File: src/rtl/gpio_mmio_port_if.sv
// Single-beat register bus between the core and the GPIO peripheral.
// An access is bus_sel & (bus_we | bus_re); bus_ready pulses exactly one cycle later with bus_rdata.
interface gpio_mmio_port_if #(
    parameter int ADDR_W = 5
) ();
    logic              bus_sel;
    logic              bus_we;
    logic              bus_re;
    logic [ADDR_W-1:0] bus_addr;
    logic [31:0]       bus_wdata;
    logic [31:0]       bus_rdata;
    logic              bus_ready;

    modport master (
        output bus_sel, bus_we, bus_re, bus_addr, bus_wdata,
        input  bus_rdata, bus_ready
    );

    modport slave (
        input  bus_sel, bus_we, bus_re, bus_addr, bus_wdata,
        output bus_rdata, bus_ready
    );
endinterface

File: src/rtl/gpio_mmio_port.sv
// Memory-mapped GPIO: registered outputs, synchronized inputs with sticky rising-edge
// flags, a saturating edge counter on pin 0 and a maskable level interrupt.
module gpio_mmio_port #(
    parameter int WIDTH  = 8,
    parameter int ADDR_W = 5,
    parameter int CNT_W  = 16
) (
    input  logic               clk,
    input  logic               rst,
    gpio_mmio_port_if.slave    bus,
    input  logic [WIDTH-1:0]   gpio_port_in,
    output logic [WIDTH-1:0]   gpio_port_out,
    output logic               irq
);
    localparam logic [2:0]       REG_OUT  = 3'd0;
    localparam logic [2:0]       REG_IN   = 3'd1;
    localparam logic [2:0]       REG_STAT = 3'd2;
    localparam logic [2:0]       REG_MASK = 3'd3;
    localparam logic [2:0]       REG_CNT  = 3'd4;
    localparam logic [CNT_W-1:0] CNT_MAX  = '1;

    logic [WIDTH-1:0] r_out;
    logic [WIDTH-1:0] r_s1;
    logic [WIDTH-1:0] r_s2;
    logic [WIDTH-1:0] r_prev;
    logic [WIDTH-1:0] r_status;
    logic [WIDTH-1:0] r_mask;
    logic [CNT_W-1:0] r_count;
    logic [1:0]       r_arm;
    logic [31:0]      r_rdata;
    logic             r_ready;
    logic             r_irq;

    logic             w_access;
    logic             w_wr;
    logic             w_rd;
    logic             w_both;
    logic [2:0]       w_idx;
    logic [WIDTH-1:0] w_wdata;
    logic             w_armed;
    logic [WIDTH-1:0] w_rise;
    logic [WIDTH-1:0] w_clr;
    logic [WIDTH-1:0] w_status_next;
    logic [CNT_W-1:0] w_cnt_next;
    logic [31:0]      w_rdata_mux;
    logic             w_unused;

    assign w_access = bus.bus_sel & (bus.bus_we | bus.bus_re);
    assign w_wr     = bus.bus_sel & bus.bus_we;
    assign w_rd     = bus.bus_sel & bus.bus_re & ~bus.bus_we;
    assign w_both   = bus.bus_sel & bus.bus_re & bus.bus_we;
    assign w_idx    = bus.bus_addr[4:2];
    assign w_wdata  = bus.bus_wdata[WIDTH-1:0];
    assign w_unused = &{1'b0, bus.bus_addr[1:0], bus.bus_wdata};

    // Edges are ignored until the synchronizer has flushed its post-reset contents.
    assign w_armed = (r_arm == 2'd3);
    assign w_rise  = r_s2 & ~r_prev & {WIDTH{w_armed}};
    assign w_clr   = (w_wr && w_idx == REG_STAT) ? w_wdata : '0;

    always_comb begin
        w_status_next = (r_status & ~w_clr) | w_rise;
    end

    always_comb begin
        w_cnt_next = r_count;
        if (w_wr && w_idx == REG_CNT) begin
            w_cnt_next    = '0;
            w_cnt_next[0] = w_rise[0];
        end else if (w_rise[0] && r_count != CNT_MAX) begin
            w_cnt_next = r_count + CNT_W'(1);
        end
    end

    always_comb begin
        w_rdata_mux = '0;
        case (w_idx)
            REG_OUT:  w_rdata_mux[WIDTH-1:0] = r_out;
            REG_IN:   w_rdata_mux[WIDTH-1:0] = r_s2;
            REG_STAT: w_rdata_mux[WIDTH-1:0] = r_status;
            REG_MASK: w_rdata_mux[WIDTH-1:0] = r_mask;
            REG_CNT:  w_rdata_mux[CNT_W-1:0] = r_count;
            default:  w_rdata_mux = '0;
        endcase
    end

    always_ff @(posedge clk) begin
        if (rst) begin
            r_out    <= '0;
            r_s1     <= '0;
            r_s2     <= '0;
            r_prev   <= '0;
            r_status <= '0;
            r_mask   <= '0;
            r_count  <= '0;
            r_arm    <= '0;
            r_rdata  <= '0;
            r_ready  <= 1'b0;
            r_irq    <= 1'b0;
        end else begin
            r_s1     <= gpio_port_in;
            r_s2     <= r_s1;
            r_prev   <= r_s2;
            if (!w_armed) begin
                r_arm <= r_arm + 2'd1;
            end
            r_status <= w_status_next;
            r_count  <= w_cnt_next;
            r_ready  <= w_access;
            r_irq    <= |(r_status & r_mask);
            if (w_wr && w_idx == REG_OUT) begin
                r_out <= w_wdata;
            end
            if (w_wr && w_idx == REG_MASK) begin
                r_mask <= w_wdata;
            end
            // A combined read+write is a write; its read data is defined as zero.
            if (w_both) begin
                r_rdata <= '0;
            end else if (w_rd) begin
                r_rdata <= w_rdata_mux;
            end
        end
    end

    assign gpio_port_out = r_out;
    assign irq           = r_irq;
    assign bus.bus_rdata = r_rdata;
    assign bus.bus_ready = r_ready;
endmodule

File: src/flat_wrapper.sv
// flat-port wrapper written by rule: the top's interface ports become plain ports
module gpio_mmio_port_flat 
#(
    parameter int WIDTH  = 8,
    parameter int ADDR_W = 5,
    parameter int CNT_W  = 16
)
  (clk, rst, gpio_port_in, gpio_port_out, irq, bus_bus_sel, bus_bus_we, bus_bus_re, bus_bus_addr, bus_bus_wdata, bus_bus_rdata, bus_bus_ready);
  gpio_mmio_port_if #(.ADDR_W(ADDR_W)) bus_i ();
  input  logic clk;
  input  logic rst;
  input  logic [WIDTH-1:0] gpio_port_in;
  output logic [WIDTH-1:0] gpio_port_out;
  output logic irq;
  input wire logic [$bits(bus_i.bus_sel)-1:0] bus_bus_sel;
  input wire logic [$bits(bus_i.bus_we)-1:0] bus_bus_we;
  input wire logic [$bits(bus_i.bus_re)-1:0] bus_bus_re;
  input wire logic [$bits(bus_i.bus_addr)-1:0] bus_bus_addr;
  input wire logic [$bits(bus_i.bus_wdata)-1:0] bus_bus_wdata;
  output wire logic [$bits(bus_i.bus_rdata)-1:0] bus_bus_rdata;
  output wire logic [$bits(bus_i.bus_ready)-1:0] bus_bus_ready;
  assign bus_i.bus_sel = bus_bus_sel;
  assign bus_i.bus_we = bus_bus_we;
  assign bus_i.bus_re = bus_bus_re;
  assign bus_i.bus_addr = bus_bus_addr;
  assign bus_i.bus_wdata = bus_bus_wdata;
  assign bus_bus_rdata = bus_i.bus_rdata;
  assign bus_bus_ready = bus_i.bus_ready;
  gpio_mmio_port #(.WIDTH(WIDTH), .ADDR_W(ADDR_W), .CNT_W(CNT_W)) u_core (.clk(clk), .rst(rst), .bus(bus_i), .gpio_port_in(gpio_port_in), .gpio_port_out(gpio_port_out), .irq(irq));
endmodule
File: config.mk
export PLATFORM = sky130hd
export DESIGN_NAME = gpio_mmio_port_flat
export DESIGN_NICKNAME = d
export VERILOG_FILES = /design/src/rtl/gpio_mmio_port_if.sv /design/src/rtl/gpio_mmio_port.sv /design/src/flat_wrapper.sv
export SDC_FILE = /design/constraint.sdc
export NUM_CORES = 1
export LEC_CHECK = 0
export CORE_AREA = 2 2 89 91
export CTS_CLUSTER_SIZE = 8
export DETAILED_ROUTE_END_ITERATION = 12
export DIE_AREA = 0 0 91 93
export HOLD_SLACK_MARGIN = 0.06
export PLACE_DENSITY = 0.82
export SKIP_CTS_REPAIR_TIMING = 1
export SLEW_MARGIN = 25
export SYNTH_ARGS = -nofsm -noshare
export SYNTH_HDL_FRONTEND = slang
export SYNTH_SLANG_ARGS = --single-unit
File: constraint.sdc
create_clock -name clk -period 2.3 [get_ports clk]
set_input_delay 0.46 -clock clk [delete_from_list [all_inputs] [get_ports clk]]
set_output_delay 0.46 -clock clk [all_outputs]
set_load 0.02 [all_outputs]
# Word-level counts from Yosys, hierarchy flattened

Index checks and enable logic that the tools add are counted.

Flip-flop bits (word level): 84

Multiplexer cells: 5
Equal/unequal tests: 6
Bitwise logic cells: 14
Reductions and logical operators: 10
Add/subtract/negate cells: 2

Operators by type and width:

| cell                                                             | count |
|---|---|
| 8-bit case mux with 5 select lines                               | 1 |
| 8-bit bitwise AND                                                | 4 |
| 16-bit by 1-bit adder with 16-bit output (second input constant) | 1 |
| 8-bit two-way mux                                                | 2 |
| 16-bit inequality test (second input constant)                   | 1 |
| 8-bit NOT                                                        | 2 |
| 8-bit bitwise OR                                                 | 1 |
| 8-bit OR reduction                                               | 1 |
| 3-bit by 2-bit == test with 1-bit output (second input constant) | 2 |
| 1-bit bitwise AND                                                | 5 |
| 1-bit logical AND                                                | 5 |
| 2-bit OR reduction                                               | 2 |
| 3-bit by 1-bit == test with 1-bit output (second input constant) | 1 |
| 3-bit == test (second input constant)                            | 1 |
| 3-bit logical NOT                                                | 1 |
| 2-bit by 1-bit adder with 2-bit output (second input constant)   | 1 |
| 2-bit == test (second input constant)                            | 1 |
| 1-bit two-way mux                                                | 2 |
| 2-bit nonzero test                                               | 1 |
| 1-bit NOT                                                        | 1 |
| 1-bit bitwise OR                                                 | 1 |

# Logic depth before layout (Yosys ltp)

Gate-level depths: netlist of run 1.

Word-level depth: 6
Gate-level depth with buffers: 6
Depth with buffers taken out: 5

# Worst setup path after synthesis of run 1

OpenSTA, ideal clock, no wires.

Path type: register -> register
Start point: register u_core.r_arm[0]
End point: register u_core.r_count[15]
Path buffers: 1
Path slack: 436 ps
Clock period less this slack: 1,864 ps
Data required time: 2,230 ps
Stages on the path, launching flop included: 7
Arrival time: 1,793 ps
Cell sequence: dfxtp_1 -> ha_1 -> nand3b_1 -> or4_1 -> clkbuf_2 -> or4_1 -> a21oi_1

Cells in the longest elaborated chain, start to end: 3

Ends and longest elaborated chain:

| element                | line                  | text |
|---|---|---|
| from (decl)            | gpio_mmio_port.sv:29  | `logic [1:0] r_arm;` |
| from (signal assigned) | gpio_mmio_port.sv:105 | `r_arm <= r_arm + 2'd1;` |
| 2-bit == test          | gpio_mmio_port.sv:57  | `assign w_armed = (r_arm == 2'd3);` |
| 8-bit bitwise AND      | gpio_mmio_port.sv:58  | `assign w_rise = r_s2 & ~r_prev & {WIDTH{w_armed}};` |
| 1-bit logical AND      | gpio_mmio_port.sv:70  | `end else if (w_rise[0] && r_count != CNT_MAX) begin` |
| to (signal assigned)   | gpio_mmio_port.sv:108 | `r_count <= w_cnt_next;` |
| to (decl)              | gpio_mmio_port.sv:28  | `logic [CNT_W-1:0] r_count;` |

Every way passes these cells.
A chain may end at the register's enable or synchronous reset.

# Worst setup path in the final report of run 1

Start point: register u_core.r_count[4]
End point: register u_core.r_count[15]

Cells in the longest elaborated chain, start to end: 2
Elaborated cells between the ends (all ways): 3
Classes of those cells: 1 x add/sub; 1 x eq/ne; 1 x reduce/logical

Ends and longest elaborated chain:

| element |
|---|
| branches (longest 2 deep; another with 16-bit by 1-bit adder with 16-bit output) |

Several ways; the timed one is not identified.

==> run summary, run 1 <==
WHS Endpoint = u_core.bus.bus_ready
Mean Syn Cell Area = 9.46 um^2
clk root buf = clkbuf_8
met3 WL post-DR = 513 um
reg-to-reg endpoint = u_core.r_count[15]
# diodes = 0
# rows = 32
io pins = 92
CTS Buffer Depth = 2
# port buffers = 49
most frequent cells in the layout = 84 x dfxtp_1, 48 x clkdlybuf4s50_1, 31 x nor2_1, 27 x nor2b_1, 26 x a22oi_1
Final setup viols = 0
Worst EP arrival = 2.32 ns
startpoint class of the critical path = flip-flop
Slew headroom = 0.626
Via density = 5.51
library cells used by synthesis = 46
total grt overflow = 0
most common flop cell mapped by yosys = dfxtp_1
CP Class = flip-flop to flip-flop
vias in the first global route = 2,636
HP Start = rst
leakage = 1.54 nW
status = finished clean
synthesized area = 3540 um^2
Layout area overhead = 23.3%
Worst Path Required = 2.58 ns
Synth async-reset ratio = 0
layout cell share with drive strength beyond 1 = 0.109
Metal-1 WL = 3510 um
Initial DRC Count = 326
CTS tree = done
drt first pass iters = 5
CP endpoint kind = flip-flop
DRC violation count after routing = 0
Slew @ Worst Pin = 0.560 ns
Die H = 93 um
Max Cap Viol = 0
most common cell after layout, fill and taps aside = dfxtp_1
Num CTS Buffers = 9
antenna-violating nets left = 0
final wirelength = 7910 um
die area = 8460 um^2
chip width = 91 um
RSZ-0062 raised after global routing = no
worst vdd ir = 0.431 mV
synth warn = 0
final instance area = 4360 um^2
non-filler cells, final = 535
GP Congestion = 0.963
number of placed cells counting well taps = 519
R2R cell count = 4
Slew Viols, Final = 0
cells after synthesis = 374
worst r2r src = u_core.r_count[4]
worst hold stages = 2
R2R Setup Slk = 0.26 ns
register area share after synthesis = 0.475
Setup TNS Final = 0 ns
synth top area cells = dfxtp_1 48%, a22oi_1 5.5%, mux2i_1 5.1%, nor2b_1 4.8%, buf_4 3.4%
number of synthesized register bits = 84
Layout Nets = 480
power per cell area = 626 nW/um^2
Max Clk Rate = 0.490 GHz
Top Metal Used = met4
first-pass GRT wire length = 12,900 um
antenna violations before repair = 0
share of the synthesized area in the top cell type = 0.475
Post-DP Area = 4170 um^2
top cell type by total area after synthesis = dfxtp_1
clk_skew = 0.0189 ns
core footprint = 7530 um^2
WL met2 = 3660 um
Total GRT Usage = 0.187
worst hold path class = input port to flip-flop
Clock Latency Late Sink = 0.36 ns
Hold Vio Cnt, Final = 0
hpwl dp = 5700 um
final hold slack = 0.359 ns
clk sink count = 84
clk slew on worst S/H paths = 0.09 ns
Starting Density = 0.470
min Tclk post-route = 2.04 ns
EDFF count, synth = 0
CP Max Fanout = 9
routed vias = 2,950
WL/cell = 14.8 um
largest net degree at the start of global routing = 53
htree depth = 3
fin crit share = 0.887
metal layers:
metal | vias up | GRT usage
met5 | - | 0
met4 | 0 | 0.0871
met3 | 21 | 0.0427
met2 | 120 | 0.304
met1 | 1374 | 0.238
li1 | 1435 | -
logic make-up after synthesis:
group / after synthesis / synth area share
and+or+nand+nor: 117 / 0.193
adders and majority gates: 2 / 0.00707
muxes: 25 / 0.0732
buffers and inverters: 49 / 0.0700
AOI/OAI and AO/OA: 94 / 0.176
DFF: 84 / 0.475
xor gates and xnor gates: 2 / 0.00495
other: 1 / 0.00106
worst max-delay path by stage:
stage	start	endpoint	slack, ns	depth (start not counted)
floorplan	u_core.r_arm[0]	u_core.r_count[15]	0.44	6
global placement	bus_bus_addr[4]	u_core.bus.bus_rdata[9]	0.07	5
detailed placement	bus_bus_addr[4]	u_core.bus.bus_rdata[13]	0.05	5
CTS	u_core.r_count[3]	u_core.r_count[15]	0.30	4
global route	u_core.r_count[3]	u_core.r_count[15]	0.20	4
finish	u_core.r_count[4]	u_core.r_count[15]	0.26	4
per-stage QoR:
step           total power [W]  worst slack (ns)   util
6_report               0.00273             0.260  0.580
3_5_place_dp           0.00176            0.0502  0.554
5_1_grt                0.00283             0.197  0.580
4_1_cts                0.00274             0.297  0.580
2_1_floorplan          0.00169             0.436      -
3_3_place_gp           0.00175            0.0724  0.554
registers in the layout (all words and copies together), names as in the netlist:
signal and flops:
u_core.bus.bus_rdata 16, u_core.r_count 16, u_core.gpio_port_out 8, u_core.r_mask 8, u_core.r_prev 8, u_core.r_s1 8
u_core.r_s2 8, u_core.r_status 8, u_core.r_arm 2, u_core.bus.bus_ready 1, u_core.irq 1
worst max-delay path: stages, from the launching register on:
cell and delay (ns):
dfxtp_1 0.44, nand3_2 0.16, or4_1 0.68, or4_1 0.53, a21oi_1 0.15
cell usage after synthesis (all sizes together), types with 9 or more instances:
library cell and count:
mux2i 18, clkbuf 16, o21ai 13, a21oi 22, or4 9, nand3b 9, a22oi 26, nor2 31
nand3 9, buf 22, dfxtp 84, nor2b 27, inv 11
cell type report:
| class | count | area (um^2) |
|---|---|---|
| clock buffers | 11 | 151 |
| clock inverters | 5 | 43.8 |
| fillers | 641 | 3160 |
| inverters | 11 | 41.3 |
| multi-input cells | 256 | 1670 |
| flip-flops and latches | 84 | 1680 |
| well taps | 102 | 128 |
| repair buffers | 66 | 651 |
where the power goes:
group	internal, W	total, W	switching, W
sequential	0.00149	0.00150	0.0000175
combinational	0.0000989	0.000224	0.000125
clock	0.000463	0.00100	0.000542
total	0.00205	0.00273	0.000685
Note: power is estimated with default switching activity, not from simulation.
==> run 2: changes to the inputs <==
ABC_CLOCK_PERIOD_IN_PS = 2300   (was unset)
==> results of run 2 <==
No change in the layout: final DEF, timing and power equal those of run 1.
==> run 3: changes to the inputs <==
RECOVER_POWER = 25   (was unset)
==> run 3 against run 2 <==
Against the previous run: global-route usage is the same; final cell count is the same; largest cell class unchanged; critical endpoint unchanged; power about the same; final area about the same; via count grew 1.3%; die area did not move; clock skew rose by 0.0015 ns; critical path depth is the same; hold slack gained 0.081 ns; first-iteration DRC count shrank 17%; sequential power barely moved.
==> run summary, run 3 (synthesized netlist as in run 1, its figures left out) <==
routed vias = 2,987
worst vdd ir = 0.432 mV
final hold slack = 0.440 ns
fin crit share = 0.886
clk root buf = clkbuf_8
Worst EP arrival = 2.32 ns
htree depth = 3
Max Cap Viol = 0
antenna violations before repair = 0
crit-path cells = nand2_1 -> or4_1 -> or4_1 -> a21oi_1
most common cell after layout, fill and taps aside = dfxtp_1
hpwl dp = 5700 um
Hold Vio Cnt, Final = 0
DRC violation count after routing = 0
layout cell share with drive strength beyond 1 = 0.106
largest net degree at the start of global routing = 53
# diodes = 0
min Tclk post-route = 2.04 ns
Global Route met1 Usage = 0.238
Worst Path Required = 2.58 ns
final core utilization = 0.579
GRT Max-Usage Layer = met2
Layout Nets = 480
Clock Latency Late Sink = 0.36 ns
Setup TNS Final = 0 ns
met2 usage = 0.304
Slew @ Worst Pin = 0.988 ns
first-pass GRT wire length = 12,900 um
antenna-violating nets left = 0
Starting Density = 0.470
# rows = 32
Num CTS Buffers = 9
status = finished clean
Via density = 5.58
Max Clk Rate = 0.491 GHz
die area = 8460 um^2
worst path bufs/invs = 0
non-filler cells, final = 535
Initial DRC Count = 269
GP Congestion = 0.963
number of placed cells counting well taps = 519
Slew Viols, Final = 0
Die H = 93 um
Largest stage delay, worst path = 0.69 ns
pre-CTS setup slack = 0.0502 ns
final wirelength = 7900 um
most frequent cells in the layout = 84 x dfxtp_1, 47 x clkdlybuf4s50_1, 31 x nor2_1, 27 x nor2b_1, 26 x a22oi_1
io pins = 92
clk slew on worst S/H paths = 0.08 ns
critical path's slowest cell = or4_1
Final setup viols = 0
startpoint class of the critical path = flip-flop
RSZ-0062 raised after global routing = no
worst hold path class = flip-flop to flip-flop
R2R Setup Slk = 0.26 ns
CTS tree = done
CP Class = flip-flop to flip-flop
met3 usage = 0.0427
drt first pass iters = 5
# port buffers = 49
vias in the first global route = 2,636
clk sink count = 84
total grt overflow = 0
WL/cell = 14.8 um
CP Max Fanout = 9
chip width = 91 um
Slew headroom = 0.341
clk_skew = 0.0204 ns
CTS Buffer Depth = 2
Total GRT Usage = 0.187
critical path's most frequent cell = or4_1
leakage = 1.54 nW
filler instances = 643
CP endpoint kind = flip-flop
power per cell area = 626 nW/um^2
core footprint = 7530 um^2
cell family with most CP delay = simple AND/OR/NAND/NOR gates
Layout area overhead = 23.2%
min setup slack post-route = 0.263 ns
==> run 3: report_power, final <==
part | internal (W) | switching, W | leakage (nW) | total (W)
registers | 0.00149 | 0.0000174 | 0.682 | 0.00150
logic | 0.0000978 | 0.000125 | 0.756 | 0.000223
clock network | 0.000463 | 0.000541 | 0.100 | 0.00100
total | 0.00205 | 0.000684 | 1.54 | 0.00273
==> run 3: worst paths after layout <==
| kind | start | end | depth (start not counted) |
|---|---|---|---|
| min reg2reg | u_core.r_s1[4] | u_core.r_s2[4] | 1 |
| max | u_core.r_count[6] | u_core.r_count[15] | 4 |
| max reg2reg | u_core.r_count[6] | u_core.r_count[15] | 4 |
| min | u_core.r_s1[4] | u_core.r_s2[4] | 1 |
==> run 3: cell type report <==
| cell class | instances | area (um^2) | share of cell area |
|---|---|---|---|
| clock buffer | 11 | 151 | 0.0347 |
| clock inverter | 5 | 43.8 | 0.0100 |
| inverter | 11 | 41.3 | 0.00947 |
| multi-input combinational | 256 | 1670 | 0.382 |
| sequential | 84 | 1680 | 0.386 |
| tap | 102 | 128 | 0.0293 |
| timing repair buffer | 66 | 647 | 0.148 |
==> run 3: per-layer routing <==
metal | vias up | share of wire
met5 | - | 0
li1 | 1435 | -
met2 | 139 | 0.46
met4 | 0 | 0.035
met1 | 1384 | 0.44
met3 | 29 | 0.065
==> run 3: per-stage QoR <==
stage / total power (W) / cell area [um^2]
floorplan: 0.00169 / 3600
global placement: 0.00175 / 4170
detailed placement: 0.00176 / 4170
CTS: 0.00274 / 4360
global route: 0.00283 / 4360
finish: 0.00273 / 4360
==> variant 1: new RTL, settings of run 1 <==
`CNT_W` is set to 16 in 2 places; all go to 18.
--- a/src/rtl/gpio_mmio_port.sv
+++ b/src/rtl/gpio_mmio_port.sv
@@ -3,7 +3,7 @@
 module gpio_mmio_port #(
     parameter int WIDTH  = 8,
     parameter int ADDR_W = 5,
-    parameter int CNT_W  = 16
+    parameter int CNT_W  = 18
 ) (
     input  logic               clk,
     input  logic               rst,
--- a/src/flat_wrapper.sv
+++ b/src/flat_wrapper.sv
@@ -3,7 +3,7 @@
 #(
     parameter int WIDTH  = 8,
     parameter int ADDR_W = 5,
-    parameter int CNT_W  = 16
+    parameter int CNT_W  = 18
 )
   (clk, rst, gpio_port_in, gpio_port_out, irq, bus_bus_sel, bus_bus_we, bus_bus_re, bus_bus_addr, bus_bus_wdata, bus_bus_rdata, bus_bus_ready);
   gpio_mmio_port_if #(.ADDR_W(ADDR_W)) bus_i ();
Formal check against the unedited RTL: no difference found for any inputs over 10 cycles, from zero or initial values and one cycle with rst high; that may be too few to reach the edited logic, so the function may still have changed.
==> variant 1 against run 1 <==
Clock power up 4%; final cell count up 6.7%; routed wire length increased by 2.7%; largest power group unchanged; worst hold slack lost 15 ps; highest routed layer unchanged; synthesized area up 4.6%; setup slack about the same; critical path depth increased by 2; count of clock-buffer cells in the layout down 2; total power up 4.4%; final area is 4.6% higher; largest cell class is now multi-input combinational cells; sequential cell count grew 4.
==> variant 1: results (changes against run 1) <==
stage	metric	value	unit	change
run_status	status	finished, final reports clean		
place	place_inst	555		+6.9%
logic_synthesis	synth_cell_type_count	49		+6.5%
logic_synthesis	synth.avg_cell_area	9.19	um2	-2.9%
place	place_hpwl	5.92	mm	+3.8%
logic_synthesis	synthMuxAreaShare	9.53	%	+2.2 points
sta	timing.slew.headroom	54.7	%	-7.9 points
grt	grt_pass1_vias	2919		+11%
logic_synthesis	synthAdderAreaFrac	0.676	%	-0.031 points
critical_path	r2r_cells	6		+2
route	dr_wl_met2	3.74	mm	+2.3%
place	dp_slack	-12.3	ps	-62.5 ps
place	postPlaceCellArea	4370	um2	+4.7%
sta	fin_worst_skew	16.0	ps	-2.91 ps
grt	grt_max_degree	56		+5.7%
sta	holdWs	344	ps	-15.0 ps
logic_synthesis	synth.top_cells.by_area	dfxtp_1 (48%), mux2i_1 (8.9%), nor2_1 (6.1%)		
critical_path	cp_slowest_stage_delay	530	ps	-150 ps
final_layout	drive_above_1_share	9.38	%	-1.5 points
final_layout	instances_no_fill	571		+6.7%
route	totalWireLength	8.12	mm	+2.7%
critical_path	r2r_slack	260	ps	about the same
final_layout	fin_nets	516		+7.5%
final_layout	fill_cells	655		+2.2%
power_and_ir_drop	p_sw	0.763	mW	+11%
logic_synthesis	synth_commonest_cells	dfxtp_1 (88), nor2_1 (60), mux2i_1 (33)		
final_layout	areaGrowthSynthToFinish	23.3	%	about the same
==> variant 1: cell types whose count changed in the layout (fill, tap and decap cells not counted), moves of 9 or more <==
| cell | before | now |
|---|---|---|
| inv_1 | 11 | 2 |
| nor2_1 | 31 | 60 |
| a22oi_1 | 26 | 14 |
| mux2i_1 | 18 | 33 |
| o21ai_0 | 13 | 1 |
| nand2_1 | 5 | 29 |
==> variant 1: area by class of cell <==
type	count	share of cell area, %
tap	102	2.80
clock buffer	9	2.71
multi-input combinational	293	39.3
clock inverter	7	1.62
sequential	88	38.6
timing repair buffer	70	14.8
inverter	2	0.165
==> variant 1: power groups by stage <==
stage               sequential (mW)  combinational (mW)  clock (mW)
global route                   1.58               0.256        1.12
global placement               1.61               0.227           0
floorplan                      1.61               0.150           0
finish                         1.57               0.236        1.04
CTS                            1.57               0.235        1.06
detailed placement             1.61               0.234           0
==> variant 2: new RTL, flow settings as in run 1 <==
Without the edit above. Remove the register `r_irq`: a continuous assignment takes its place, so the output `irq` follows one clock earlier.
--- a/src/rtl/gpio_mmio_port.sv
+++ b/src/rtl/gpio_mmio_port.sv
@@ -96,7 +96,6 @@
             r_arm    <= '0;
             r_rdata  <= '0;
             r_ready  <= 1'b0;
-            r_irq    <= 1'b0;
         end else begin
             r_s1     <= gpio_port_in;
             r_s2     <= r_s1;
@@ -107,7 +106,6 @@
             r_status <= w_status_next;
             r_count  <= w_cnt_next;
             r_ready  <= w_access;
-            r_irq    <= |(r_status & r_mask);
             if (w_wr && w_idx == REG_OUT) begin
                 r_out <= w_wdata;
             end
@@ -123,6 +121,8 @@
         end
     end
 
+    assign r_irq = |(r_status & r_mask);
+
     assign gpio_port_out = r_out;
     assign irq           = r_irq;
     assign bus.bus_rdata = r_rdata;
Function: changed (Yosys sat finds a counterexample within 10 cycles, from zero or initial values and one cycle with rst high).
==> variant 2 against run 1 <==
Setup slack worse by 32 ps; routed wire length is 5.3% higher; sequential cell count is 1 lower; final area is 2.8% higher; total power is 0.93% higher; non-clock buffer count is 2 lower; synthesized area is 5.4% higher; synthesized cell count is 8.6% higher.
==> variant 2: results (changes against run 1) <==
stage	metric	value	unit	change
grt	grt_max_degree	54		+1.9%
grt	grt_pass1_wl	13.7	mm	+6.4%
power_and_ir_drop	ir_drop	0.000468	V	+8.8%
critical_path	r2r_slack	390	ps	+130 ps
critical_path	crit_path_start	u_core.r_status[2]$_SDFF_PP0_		
route	vias_per_cell	5.54		+0.42%
critical_path	r2r_cells	5		+1
sta	timing.slew.headroom	53.0	%	-9.6 points
logic_synthesis	synth_cell_type_count	51		+11%
logic_synthesis	syn-instance-count	406		+8.6%
route	drt_iter0_markers	235		-28%
logic_synthesis	synth_xor_area_share	0.235	%	-0.26 points
logic_synthesis	synth-compound-area-share	13.9	%	-3.7 points
sta	fin_worst_skew	10.4	ps	-8.53 ps
place	place_inst	546		+5.2%
final_layout	drive_above_1_share	10.0	%	-0.85 points
sta	period_needed	2070	ps	+31.6 ps
sta	holdWs	316	ps	-43.1 ps
run_status	status	finished, final reports clean		
place	postPlaceCellArea	4300	um2	+3.2%
place	place.gp.congestion	0.847		-12%
grt	grt_pass1_vias	2900		+10%
route	wl_per_cell	14.8	um	+0.22%
route	vias	3112		+5.5%
logic_synthesis	synthMuxAreaShare	8.55	%	+1.2 points
critical_path	worstPathMaxFanout	3		-6
logic_synthesis	ys_seq_area_share	44.5	%	-3.0 points
logic_synthesis	synth_commonest_cells	dfxtp_1 (83), nor2_1 (40), nand3b_1 (25), nor2b_1 (25), mux2i_1 (24)		
power_and_ir_drop	p_leak	1.73	nW	+12%
clock_network	numCtsBuffers	9		unchanged
grt	grt_usage	20.2	%	+1.5 points
place	place_hpwl	5.84	mm	+2.5%
critical_path	rr_startpoint	u_core.r_arm[0]$_SDFFE_PP0N_		
logic_synthesis	synth.top_cells.by_area	dfxtp_1 (45%), mux2i_1 (6.4%), nand3b_1 (5.0%)		
logic_synthesis	yosysWarnings	0		unchanged
place	dp_slack	62.7	ps	+12.5 ps
final_layout	fin_nets	507		+5.6%
critical_path	worstReg2RegEnd	u_core.r_count[11]$_SDFFE_PP0P_		
final_layout	antenna_cells	0		unchanged
variant 2: cell types whose count changed after synthesis, moves of 4 or more:
cell	change
nand3b_1	+16
a22oi_1	-14
nand2_1	+12
a211oi_1	+11
nor2_1	+9
o22ai_1	-8
mux2i_1	+6
nor3_1	+5
o21ai_0	-4
o31ai_1	-4
variant 2: power by group:
group / internal, mW / switching [mW] / leakage, nW
logic: 0.114 / 0.149 / 0.953
registers: 1.47 / 0.0213 / 0.674
clock network: 0.435 / 0.565 / 0.0989
total: 2.02 / 0.735 / 1.73
variant 2: worst max path at each step:
stage / cells past startpoint / end
2_1_floorplan: 6 / u_core.r_mask[7]$_SDFFE_PP0P_
3_3_place_gp: 6 / u_core.bus.bus_rdata[6]$_SDFFE_PP0P_
3_5_place_dp: 6 / u_core.r_status[4]$_SDFF_PP0_
4_1_cts: 3 / irq
5_1_grt: 3 / irq
6_report: 3 / irq
variant 2: worst max-delay path: stages (launching register included):
cell and delay [ps]:
dfxtp_1 330, a22oi_1 230, nand4_1 130, clkdlybuf4s50_1 550
variant 2: cell type report:
type	instances	area, um2
clock buffers	10	138
clock inverters	6	47.5
fillers	666	3040
inverters	14	52.6
multi-input cells	283	1850
flip-flops and latches	83	1660
well taps	102	128
repair buffers	64	611
variant 2: layer usage:
layer | GRT usage (%) | vias up | wire length [um]
met4 | 9.09 | 0 | 181
met1 | 26.4 | 1464 | 3740
met2 | 31.7 | 116 | 3860
li1 | - | 1516 | -
met5 | 0 | - | 0
met3 | 5.08 | 16 | 546
variant 2: kinds of logic after synthesis:
| kind of cell | after synthesis |
|---|---|
| simple gates | 156 |
| flops | 83 |
| compound gates | 77 |
| buf+inv | 55 |
| mux | 31 |
| fa+ha+maj | 2 |
| other cells | 1 |
| xor+xnor | 1 |
